`src/rtl/fp_result_scheduler_if.sv`:
```
// Handshake bundle between the two FP adder result channels, the output
// shift register and the result scheduler.
interface fp_result_scheduler_if #(
    parameter int WORD_W = 32
);
    logic              res0_valid_in;
    logic [WORD_W-1:0] res0_data_in;
    logic              res0_ack_out;
    logic              res1_valid_in;
    logic [WORD_W-1:0] res1_data_in;
    logic              res1_ack_out;
    logic              stream_en_in;
    logic              reg_input_rdy_in;
    logic              reg_output_rdy_in;
    logic [WORD_W-1:0] reg_par_out;
    logic              reg_wr_out;
    logic              reg_read_out;
    logic              bit_valid_out;
    logic              grant_out;
    logic              busy_out;

    // Scheduler side
    modport master (
        input  res0_valid_in, res0_data_in, res1_valid_in, res1_data_in,
        input  stream_en_in, reg_input_rdy_in, reg_output_rdy_in,
        output res0_ack_out, res1_ack_out, reg_par_out, reg_wr_out,
        output reg_read_out, bit_valid_out, grant_out, busy_out
    );

    // Requesters and output register side
    modport slave (
        output res0_valid_in, res0_data_in, res1_valid_in, res1_data_in,
        output stream_en_in, reg_input_rdy_in, reg_output_rdy_in,
        input  res0_ack_out, res1_ack_out, reg_par_out, reg_wr_out,
        input  reg_read_out, bit_valid_out, grant_out, busy_out
    );
endinterface

```
`src/rtl/fp_result_scheduler.sv`:
```
// Round-robin scheduler sharing one parallel-in/serial-out result register
// between two FP adder result channels; each word is written then drained LSB-first.
module fp_result_scheduler #(
    parameter int WORD_W = 32,
    parameter int CNT_W  = 6
) (
    input  logic                 clk_in,
    input  logic                 rst_in,
    fp_result_scheduler_if.master bus
);
    typedef enum logic [1:0] {
        IDLE     = 2'd0,
        WRITE    = 2'd1,
        DRAIN    = 2'd2,
        WAIT_RLS = 2'd3
    } state_t;

    localparam logic [CNT_W-1:0] WORD_CNT = CNT_W'(WORD_W);

    state_t            state_q, state_d;
    logic [CNT_W-1:0]  bit_cnt_q, bit_cnt_d;
    logic              last_grant_q, last_grant_d;
    logic [WORD_W-1:0] par_q, par_d;
    logic              wr_q, wr_d;
    logic              ack0_q, ack0_d;
    logic              ack1_q, ack1_d;
    logic              grant_q, grant_d;
    logic              bit_valid_q, bit_valid_d;
    logic              busy_q, busy_d;
    logic              sel_s;
    logic              read_s;

    // Channel choice: a lone requester wins, a tie goes to the channel not served last
    always_comb begin
        if (bus.res0_valid_in && bus.res1_valid_in) begin
            sel_s = ~last_grant_q;
        end else if (bus.res1_valid_in) begin
            sel_s = 1'b1;
        end else begin
            sel_s = 1'b0;
        end
    end

    // Serial read strobe is driven straight from registered state and live flow control
    always_comb begin
        read_s = (state_q == DRAIN) && bus.stream_en_in && bus.reg_output_rdy_in &&
                 (bit_cnt_q < WORD_CNT);
    end

    // Next-state and next-output computation
    always_comb begin
        state_d      = state_q;
        bit_cnt_d    = bit_cnt_q;
        last_grant_d = last_grant_q;
        par_d        = par_q;
        wr_d         = 1'b0;
        ack0_d       = 1'b0;
        ack1_d       = 1'b0;
        grant_d      = grant_q;
        case (state_q)
            IDLE: begin
                if (bus.reg_input_rdy_in && (bus.res0_valid_in || bus.res1_valid_in)) begin
                    state_d      = WRITE;
                    par_d        = sel_s ? bus.res1_data_in : bus.res0_data_in;
                    wr_d         = 1'b1;
                    ack0_d       = ~sel_s;
                    ack1_d       = sel_s;
                    grant_d      = sel_s;
                    last_grant_d = sel_s;
                end else begin
                    state_d = IDLE;
                end
            end
            WRITE: begin
                state_d   = DRAIN;
                bit_cnt_d = {CNT_W{1'b0}};
            end
            DRAIN: begin
                if (read_s) begin
                    bit_cnt_d = bit_cnt_q + CNT_W'(1);
                    if (bit_cnt_q == (WORD_CNT - CNT_W'(1))) begin
                        state_d = WAIT_RLS;
                    end else begin
                        state_d = DRAIN;
                    end
                end else begin
                    bit_cnt_d = bit_cnt_q;
                end
            end
            WAIT_RLS: begin
                if (bus.reg_input_rdy_in) begin
                    state_d = IDLE;
                end else begin
                    state_d = WAIT_RLS;
                end
            end
            default: begin
                state_d = IDLE;
            end
        endcase
        busy_d      = (state_d != IDLE);
        bit_valid_d = read_s;
    end

    // State and registered outputs; reset drops any word in flight without re-acking
    always_ff @(posedge clk_in) begin
        if (!rst_in) begin
            state_q      <= IDLE;
            bit_cnt_q    <= {CNT_W{1'b0}};
            last_grant_q <= 1'b1;
            par_q        <= {WORD_W{1'b0}};
            wr_q         <= 1'b0;
            ack0_q       <= 1'b0;
            ack1_q       <= 1'b0;
            grant_q      <= 1'b0;
            bit_valid_q  <= 1'b0;
            busy_q       <= 1'b0;
        end else begin
            state_q      <= state_d;
            bit_cnt_q    <= bit_cnt_d;
            last_grant_q <= last_grant_d;
            par_q        <= par_d;
            wr_q         <= wr_d;
            ack0_q       <= ack0_d;
            ack1_q       <= ack1_d;
            grant_q      <= grant_d;
            bit_valid_q  <= bit_valid_d;
            busy_q       <= busy_d;
        end
    end

    assign bus.res0_ack_out  = ack0_q;
    assign bus.res1_ack_out  = ack1_q;
    assign bus.reg_par_out   = par_q;
    assign bus.reg_wr_out    = wr_q;
    assign bus.reg_read_out  = read_s;
    assign bus.bit_valid_out = bit_valid_q;
    assign bus.grant_out     = grant_q;
    assign bus.busy_out      = busy_q;
endmodule
```
`src/flat_wrapper.sv`:
```
// flat-port wrapper written by rule: the top's interface ports become plain ports
module fp_result_scheduler_flat 
#(
    parameter int WORD_W = 32,
    parameter int CNT_W  = 6
)
  (clk_in, rst_in, bus_res0_valid_in, bus_res0_data_in, bus_res1_valid_in, bus_res1_data_in, bus_stream_en_in, bus_reg_input_rdy_in, bus_reg_output_rdy_in, bus_res0_ack_out, bus_res1_ack_out, bus_reg_par_out, bus_reg_wr_out, bus_reg_read_out, bus_bit_valid_out, bus_grant_out, bus_busy_out);
  fp_result_scheduler_if #(.WORD_W(WORD_W)) bus_i ();
  input  logic clk_in;
  input  logic rst_in;
  input wire logic [$bits(bus_i.res0_valid_in)-1:0] bus_res0_valid_in;
  input wire logic [$bits(bus_i.res0_data_in)-1:0] bus_res0_data_in;
  input wire logic [$bits(bus_i.res1_valid_in)-1:0] bus_res1_valid_in;
  input wire logic [$bits(bus_i.res1_data_in)-1:0] bus_res1_data_in;
  input wire logic [$bits(bus_i.stream_en_in)-1:0] bus_stream_en_in;
  input wire logic [$bits(bus_i.reg_input_rdy_in)-1:0] bus_reg_input_rdy_in;
  input wire logic [$bits(bus_i.reg_output_rdy_in)-1:0] bus_reg_output_rdy_in;
  output wire logic [$bits(bus_i.res0_ack_out)-1:0] bus_res0_ack_out;
  output wire logic [$bits(bus_i.res1_ack_out)-1:0] bus_res1_ack_out;
  output wire logic [$bits(bus_i.reg_par_out)-1:0] bus_reg_par_out;
  output wire logic [$bits(bus_i.reg_wr_out)-1:0] bus_reg_wr_out;
  output wire logic [$bits(bus_i.reg_read_out)-1:0] bus_reg_read_out;
  output wire logic [$bits(bus_i.bit_valid_out)-1:0] bus_bit_valid_out;
  output wire logic [$bits(bus_i.grant_out)-1:0] bus_grant_out;
  output wire logic [$bits(bus_i.busy_out)-1:0] bus_busy_out;
  assign bus_i.res0_valid_in = bus_res0_valid_in;
  assign bus_i.res0_data_in = bus_res0_data_in;
  assign bus_i.res1_valid_in = bus_res1_valid_in;
  assign bus_i.res1_data_in = bus_res1_data_in;
  assign bus_i.stream_en_in = bus_stream_en_in;
  assign bus_i.reg_input_rdy_in = bus_reg_input_rdy_in;
  assign bus_i.reg_output_rdy_in = bus_reg_output_rdy_in;
  assign bus_res0_ack_out = bus_i.res0_ack_out;
  assign bus_res1_ack_out = bus_i.res1_ack_out;
  assign bus_reg_par_out = bus_i.reg_par_out;
  assign bus_reg_wr_out = bus_i.reg_wr_out;
  assign bus_reg_read_out = bus_i.reg_read_out;
  assign bus_bit_valid_out = bus_i.bit_valid_out;
  assign bus_grant_out = bus_i.grant_out;
  assign bus_busy_out = bus_i.busy_out;
  fp_result_scheduler #(.WORD_W(WORD_W), .CNT_W(CNT_W)) u_core (.clk_in(clk_in), .rst_in(rst_in), .bus(bus_i));
endmodule
```
`config.mk`:
```
export PLATFORM = sky130hd
export DESIGN_NAME = fp_result_scheduler_flat
export DESIGN_NICKNAME = d
export VERILOG_FILES = /design/src/rtl/fp_result_scheduler_if.sv /design/src/rtl/fp_result_scheduler.sv /design/src/flat_wrapper.sv
export SDC_FILE = /design/constraint.sdc
export NUM_CORES = 1
export LEC_CHECK = 0
export CAP_MARGIN = 20
export CORE_AREA = 5 5 80 82
export DETAILED_ROUTE_END_ITERATION = 12
export DIE_AREA = 0 0 85 87
export PLACE_DENSITY = 0.78
export SKIP_LAST_GASP = 1
export SYNTH_ARGS = -nofsm -noshare
export SYNTH_HDL_FRONTEND = slang
export SYNTH_SLANG_ARGS = --single-unit
export TNS_END_PERCENT = 100
```
`constraint.sdc`:
```
create_clock -name clk_in -period 1.7 [get_ports clk_in]
set_input_delay 0.255 -clock clk_in [delete_from_list [all_inputs] [get_ports clk_in]]
set_output_delay 0.255 -clock clk_in [all_outputs]
set_load 0.01 [all_outputs]
```
==> metrics.json, run 1 <==
{
  "status": "finished clean",
  "clkTransAtPathRegs_ps": 90,
  "clock_sink_count": 47,
  "numPortBuffers": 109,
  "finClkSkew_ps": 12.6,
  "post-dp-hpwl_um": 4910,
  "timing_hold_violations_final": 0,
  "commonest_non_fill_non_tap_cells_in_the_layout": "108 x sky130_fd_sc_hd__clkdlybuf4s50_1, 46 x sky130_fd_sc_hd__dfxtp_1, 38 x sky130_fd_sc_hd__inv_1, 35 x sky130_fd_sc_hd__nand2_1, 33 x sky130_fd_sc_hd__nor3_1",
  "grt-ovfl-total": 0,
  "worst_hold_path.endpoint": "u_core.bus.reg_par_out[16]$_SDFFE_PN0P_",
  "first_pass_grt_wire_length_um": 10500,
  "place_congestion": 0.818,
  "diodes": 0,
  "post_synth_fa_ha_maj_area_fraction_pct": 0.592,
  "peakVddDrop_mv": 0.414,
  "hold_path_class": "reg2reg",
  "total_power_mw": 2.81,
  "critical_path.max_fanout": 22,
  "synth_cell_types": 38,
  "power.leakage_nw": 1.44,
  "ctsHtreeMaxLevel": 2,
  "slowest_stage": "sky130_fd_sc_hd__clkdlybuf4s50_1",
  "fin_hold_ws_ps": 469,
  "synth_warnings": 0,
  "postSynth.topFlopCell": "sky130_fd_sc_hd__dfxtp_1",
  "worst_path_largest_cell_delay_ps": 470,
  "totalWireLength_um": 6540,
  "reg2reg_slack_ps": 200,
  "post_synth_xor_area_fraction_pct": 0,
  "synth-compound-area-share_pct": 18.4,
  "number_of_cells_on_the_worst_reg_to_reg_path": 4,
  "clk_root_buffer_cell": "sky130_fd_sc_hd__clkbuf_8",
  "post_cts_buffers": 0,
  "drcViolationCount": 0,
  "drv_cap": 0,
  "synth-simple-area-share_pct": 23.4,
  "syn-mean-instance-area_um2": 8.52,
  "routedWlPerCell_um": 14.8,
  "worst-slew-pin-transition_ps": 267,
  "yosys-mux-area-fraction_pct": 1.42,
  "hp-start": "u_core.bus.reg_par_out[16]$_SDFFE_PN0P_",
  "drtPass1Iterations": 4,
  "worst_slew_margin_rel_pct": 82.2,
  "whs_path_depth": 2,
  "async_reset_ff_share_pct": 0,
  "synth-edff-count": 0,
  "syn-instance-count": 248,
  "netlist_area_um2": 2110,
  "ratio_of_final_minimum_period_to_clock_period_pct": 91.7,
  "die_area_um2": 7400,
  "worst_skew_pair.late_latency_ps": 290,
  "core-area_um2": 5680,
  "cellPowerDensity_nw_per_um2": 806,
  "area.growth.synth_to_final_pct": 65.0,
  "fraction_of_final_layout_cells_with_drive_strength_greater_than_1_pct": 9.56,
  "synth_top_family_by_area": "simple AND/OR/NAND/NOR gates",
  "critical_path_required_ps": 1940,
  "grt_pass1_vias": 2230,
  "crit_path_start_kind": "input pin",
  "mappedNetlistNets": 320,
  "cts_buffers": 5,
  "synth_largest_area_cell": "sky130_fd_sc_hd__dfxtp_1",
  "worst_ep_arrival_time_ps": 1800,
  "via_per_inst": 5.03,
  "routed-via-count": 2217,
  "global_route.usage.total_pct": 17.1,
  "maxSlewViolCount": 0,
  "timing.critical_path.cells": "clkdlybuf4s50_1 -> or3b_1 -> buf_4 -> nor3_1 -> a31o_2",
  "commonest_non_fill_non_tap_cell_in_the_layout": "sky130_fd_sc_hd__clkdlybuf4s50_1",
  "crit-reg2reg-launch": "u_core.state_q[0]$_SDFF_PN0_",
  "clockBufferDepth": 2,
  "drt.antenna.violating_nets": 0,
  "final_core_utilization_pct": 61.4,
  "initial_antenna_violation_count": 0,
  "postSynthRegisterBits": 47,
  "min_period_ps": 1560,
  "ios": 110,
  "pin_count_of_the_biggest_net_entering_global_routing": 33,
  "post_dp_cell_area_um2": 3370,
  "die_height_um": 87,
  "num-nets-final": 437,
  "design_area_um2": 3490,
  "reg2reg_to": "u_core.bus.grant_out$_SDFFE_PN0P_",
  "yosys-top-cells-area": "sky130_fd_sc_hd__dfxtp_1 45%, sky130_fd_sc_hd__a221oi_1 13%, sky130_fd_sc_hd__nor3_1 7.8%",
  "final.fill_count": 523,
  "tritoncts_clock_tree": "done",
  "crit_path_end_kind": "flop",
  "rsz0062_at_grt": "false",
  "synth_sequential_area_ratio_pct": 44.5,
  "drtIter0Drc": 76,
  "critPathKind": "in2reg",
  "setup-violations-final": 0,
  "fmaxAchievable_ghz": 0.642,
  "initial_utilization_pct": 37.2,
  "synth_largest_type_area_fraction_pct": 44.5,
  "die_x_um": 85,
  "std_cell_rows": 28
}
==> critical path, delay by kind of cell <==
| kind | cells | cell delay (ps) |
|---|---|---|
| buffers and inverters | 2 | 720 |
| AND/OR/NAND/NOR | 2 | 680 |
| AO/OA/AOI/OAI | 1 | 140 |
==> cells by family after synthesis <==
family                   count (synthesis)
AO/OA/AOI/OAI                           46
buffers and inverters                   57
AND/OR/NAND/NOR                         94
adder cells (fa/ha/maj)                  1
multiplexers                             3
flip-flops                              47
==> state kept, by name, summed over array words and instances, names as in the netlist <==
name	count
u_core.bit_cnt_q	6
u_core.bus.bit_valid_out	1
u_core.bus.busy_out	1
u_core.bus.grant_out	1
u_core.bus.reg_par_out	32
u_core.bus.reg_wr_out	1
u_core.bus.res0_ack_out	1
u_core.bus.res1_ack_out	1
u_core.last_grant_q	1
u_core.state_q	2
==> Yosys cell counts, types with 2 or more instances <==
cell type,count
sky130_fd_sc_hd__nor2_1,3
sky130_fd_sc_hd__and4b_1,2
sky130_fd_sc_hd__clkbuf_1,13
sky130_fd_sc_hd__nand2_1,35
sky130_fd_sc_hd__a221oi_1,31
sky130_fd_sc_hd__mux2i_1,3
sky130_fd_sc_hd__nor3_1,33
sky130_fd_sc_hd__nand3b_1,3
sky130_fd_sc_hd__a31oi_1,2
sky130_fd_sc_hd__nand3_1,3
sky130_fd_sc_hd__dfxtp_1,47
sky130_fd_sc_hd__nand4b_1,2
sky130_fd_sc_hd__buf_6,4
sky130_fd_sc_hd__inv_1,38
sky130_fd_sc_hd__and2b_1,2
sky130_fd_sc_hd__o21ai_0,3
sky130_fd_sc_hd__and2_1,2
sky130_fd_sc_hd__buf_2,2
==> worst max-delay path by stage <==
stage                     cells past startpoint                          from                                 endpoint  slack [ps]
after detailed placement                      5          bus_reg_input_rdy_in        u_core.bus.grant_out$_SDFFE_PN0P_        -160
after global routing                          6          bus_reg_input_rdy_in  u_core.bus.reg_par_out[18]$_SDFFE_PN0P_          60
after CTS                                     3  u_core.state_q[0]$_SDFF_PN0_                         bus_reg_read_out         140
after global placement                        5          bus_reg_input_rdy_in   u_core.bus.reg_par_out[8]$_SDFFE_PN0P_        -110
after floorplan                               5  u_core.state_q[0]$_SDFF_PN0_  u_core.bus.reg_par_out[23]$_SDFFE_PN0P_         200
final                                         5          bus_reg_input_rdy_in        u_core.bus.grant_out$_SDFFE_PN0P_         140
==> layer usage <==
| metal | up-vias | track usage (%) | wire length (um) |
|---|---|---|---|
| li1 | 1109 | - | - |
| met1 | 1025 | 22.8 | 2970 |
| met2 | 73 | 27.3 | 3080 |
| met3 | 10 | 4.26 | 378 |
| met4 | 0 | 5.32 | 114 |
| met5 | - | 0 | 0 |
==> layout make-up <==
type	instances	area (um2)	share of cell area [%]
Clock buffer	6	82.6	2.37
Clock inverter	2	35.0	1.01
Timing Repair Buffer	129	1260	36.3
Multi-Input combinational cell	144	925	26.5
Sequential cell	47	942	27.0
Inverter	38	143	4.09
Tap cell	75	93.8	2.69
==> metrics by stage <==
step	setup WS (ps)	instances	setup TNS [ps]
after floorplan	202	248	0
after global placement	-110	433	-3620
after detailed placement	-161	433	-4830
after CTS	145	441	0
after global routing	58.3	441	0
final	141	441	0
==> power by group <==
| group | switching (mW) | internal [mW] | total, mW |
|---|---|---|---|
| Combinational | 0.293 | 0.425 | 0.718 |
| Clock | 0.361 | 0.476 | 0.837 |
| Sequential | 0.0523 | 1.20 | 1.25 |
| Total | 0.706 | 2.10 | 2.81 |
==> timing repair <==
item / 4_1_cts / 5_1_grt
hold buffers: 0 / 0
gates resized for setup: 2 / 0
setup endpoints to repair: 1 / 0
Note: power is estimated with default switching activity, not from simulation.
==> run 2, diff against run 1 <==
--- a/config.mk
+++ b/config.mk
@@ -7,6 +7,7 @@
 export LEC_CHECK = 0
 export CAP_MARGIN = 20
 export CORE_AREA = 5 5 80 82
+export CTS_CLUSTER_DIAMETER = 30
 export DETAILED_ROUTE_END_ITERATION = 12
 export DIE_AREA = 0 0 85 87
 export PLACE_DENSITY = 0.78
==> results of run 2 <==
Same layout as run 1: the final DEF is identical, and so are final timing and power.
==> run 3, diff against run 2 <==
==> constraint.sdc (replaced) <==
create_clock -name clk_in -period 1.7 [get_ports clk_in]
set_input_delay 0.34 -clock clk_in [delete_from_list [all_inputs] [get_ports clk_in]]
set_output_delay 0.34 -clock clk_in [all_outputs]
set_load 0.01 [all_outputs]
==> run 3 against run 2 <==
  * The run now ends with negative setup slack left
  * Largest cell class unchanged
  * Non-clock buffer count up 8
  * Core utilization up 1.6 points
  * Sequential share of layout area down 0.72 points
  * Setup slack worse by 170 ps
  * Cell area up 2.6%
==> metrics.json, run 3 (synthesized netlist as in run 1, its figures left out) <==
{
  "fin_hold_ws_ps": 472,
  "die_height_um": 87,
  "drt.antenna.violating_nets": 0,
  "diodes": 0,
  "critical_path_required_ps": 1890,
  "min_period_ps": 1730,
  "routed-via-count": 2273,
  "fraction_of_final_layout_cells_with_drive_strength_greater_than_1_pct": 12.6,
  "drcViolationCount": 0,
  "ratio_of_final_minimum_period_to_clock_period_pct": 102,
  "fmaxAchievable_ghz": 0.578,
  "power.share.combinational_pct": 26.3,
  "die_area_um2": 7400,
  "drv_cap": 0,
  "worst_ep_arrival_time_ps": 1920,
  "clockBufferDepth": 2,
  "seq_power_share_pct": 44.1,
  "worst_slew_margin_rel_pct": 79.1,
  "net-switching-power_mw": 0.723,
  "first_pass_grt_wire_length_um": 10700,
  "cts_buffers": 5,
  "clkTransAtPathRegs_ps": 90,
  "number_of_flip_flops_in_the_largest_register": 32,
  "pin_count_of_the_biggest_net_entering_global_routing": 35,
  "clkPwrFrac_pct": 29.6,
  "power.leakage_nw": 1.48,
  "drtIter0Drc": 75,
  "setup-violations-final": 6,
  "clock_sink_count": 47,
  "place_congestion": 0.836,
  "initial_utilization_pct": 37.2,
  "peakVddDrop_mv": 0.426,
  "commonest_non_fill_non_tap_cell_in_the_layout": "sky130_fd_sc_hd__clkdlybuf4s50_1",
  "via_per_inst": 5.06,
  "area.growth.synth_to_final_pct": 69.3,
  "post-dp-hpwl_um": 4860,
  "cellPowerDensity_nw_per_um2": 796,
  "worst-slew-pin-transition_ps": 313,
  "register_area_um2": 941,
  "critical_path.max_fanout": 8,
  "timing_hold_violations_final": 0,
  "status": "complete, but fails checks",
  "routedWlPerCell_um": 15.2,
  "clk_root_buffer_cell": "sky130_fd_sc_hd__clkbuf_8",
  "maxSlewViolCount": 0,
  "multi_input_area_um2": 955,
  "totalWireLength_um": 6820,
  "pre_cts_slack_ps": -304,
  "grt-ovfl-total": 0,
  "ios": 110,
  "failed_checks": "negative setup slack",
  "switching_share_pct": 25.4,
  "critPathKind": "in2reg",
  "cell_internal_pwr_mw": 2.12,
  "core-area_um2": 5680,
  "num-nets-final": 445,
  "crit_path_start_kind": "input pin",
  "hold_path_class": "reg2reg",
  "std_cell_rows": 28,
  "drtPass1Iterations": 4,
  "numPortBuffers": 109,
  "worst_skew_pair.late_latency_ps": 290,
  "initial_antenna_violation_count": 0,
  "global_route.usage.total_pct": 17.7,
  "final.fill_count": 503,
  "grt_pass1_vias": 2286,
  "crit_path_end_kind": "flop",
  "final.setup.tns_ps": -84.1,
  "finClkSkew_ps": 8.48,
  "commonest_non_fill_non_tap_cells_in_the_layout": "108 x sky130_fd_sc_hd__clkdlybuf4s50_1, 47 x sky130_fd_sc_hd__dfxtp_1, 38 x sky130_fd_sc_hd__inv_1, 35 x sky130_fd_sc_hd__nand2_1, 32 x sky130_fd_sc_hd__nor3_1",
  "tritoncts_clock_tree": "done",
  "timing.final.ws_setup_ps": -29.2,
  "ctsHtreeMaxLevel": 2,
  "rsz0062_at_grt": "true",
  "die_x_um": 85
}
==> run 3: metal layers <==
metal	track usage, %	routed length [um]	up-vias	share of wire, %
met5	0	0	-	0
met4	4.17	55	0	0.81
met3	5.11	450	6	6.6
met2	30.1	3340	83	49
met1	22.1	2970	1055	44
li1	-	-	1129	-
==> run 3: power groups by stage <==
stage	Clock, mW	Combinational, mW	Sequential (mW)
after CTS	0.859	0.727	1.26
after floorplan	0	0.230	1.32
after detailed placement	0	0.722	1.28
final	0.844	0.748	1.26
after global routing	0.919	0.807	1.27
after global placement	0	0.714	1.28
==> run 3: path summary, 6_finish.rpt <==
kind                                           from                                      end  slack [ps]  cells past startpoint
min reg2reg  u_core.bus.reg_par_out[1]$_SDFFE_PN0P_   u_core.bus.reg_par_out[1]$_SDFFE_PN0P_         470                      2
max reg2reg            u_core.state_q[0]$_SDFF_PN0_  u_core.bus.reg_par_out[30]$_SDFFE_PN0P_          60                      5
max                            bus_reg_input_rdy_in   u_core.bus.reg_par_out[0]$_SDFFE_PN0P_         -30                      7
min          u_core.bus.reg_par_out[1]$_SDFFE_PN0P_   u_core.bus.reg_par_out[1]$_SDFFE_PN0P_         470                      2
==> run 3: final cells by class <==
type,instances,share of cell area [%]
sequential,47,26.3
multi-input combinational,144,26.7
clock buffer,6,2.31
inverter,38,3.99
tap,75,2.62
clock inverter,2,0.980
timing repair buffer,137,37.1
==> run 3: worst max-delay path, stage by stage <==
cell and delay (ps):
sky130_fd_sc_hd__clkdlybuf4s50_1 500, sky130_fd_sc_hd__buf_4 140, sky130_fd_sc_hd__nor3b_4 190, sky130_fd_sc_hd__o211ai_1 130, sky130_fd_sc_hd__buf_4 190, sky130_fd_sc_hd__buf_4 170
sky130_fd_sc_hd__a221oi_1 260
==> run 3: timing repair <==
item | 4_1_cts | 5_1_grt
setup buffers | 0 | 3
endpoints found under the setup margin | 1 | 34
hold buffers | 0 | 0
cloned | 0 | 3
endpoints found under the hold margin | 0 | 0
resized for setup | 2 | 13
==> run 3: metrics by stage <==
step | instance area [um2] | instances | total power, mW | utilization [%]
after detailed placement | 3380 | 435 | 2.00 | 59.6
after CTS | 3500 | 443 | 2.84 | 61.7
after global routing | 3580 | 449 | 2.99 | 63.0
after global placement | 3380 | 435 | 1.99 | 59.6
after floorplan | 2110 | 248 | 1.55 | -
final | 3580 | 449 | 2.85 | 63.0
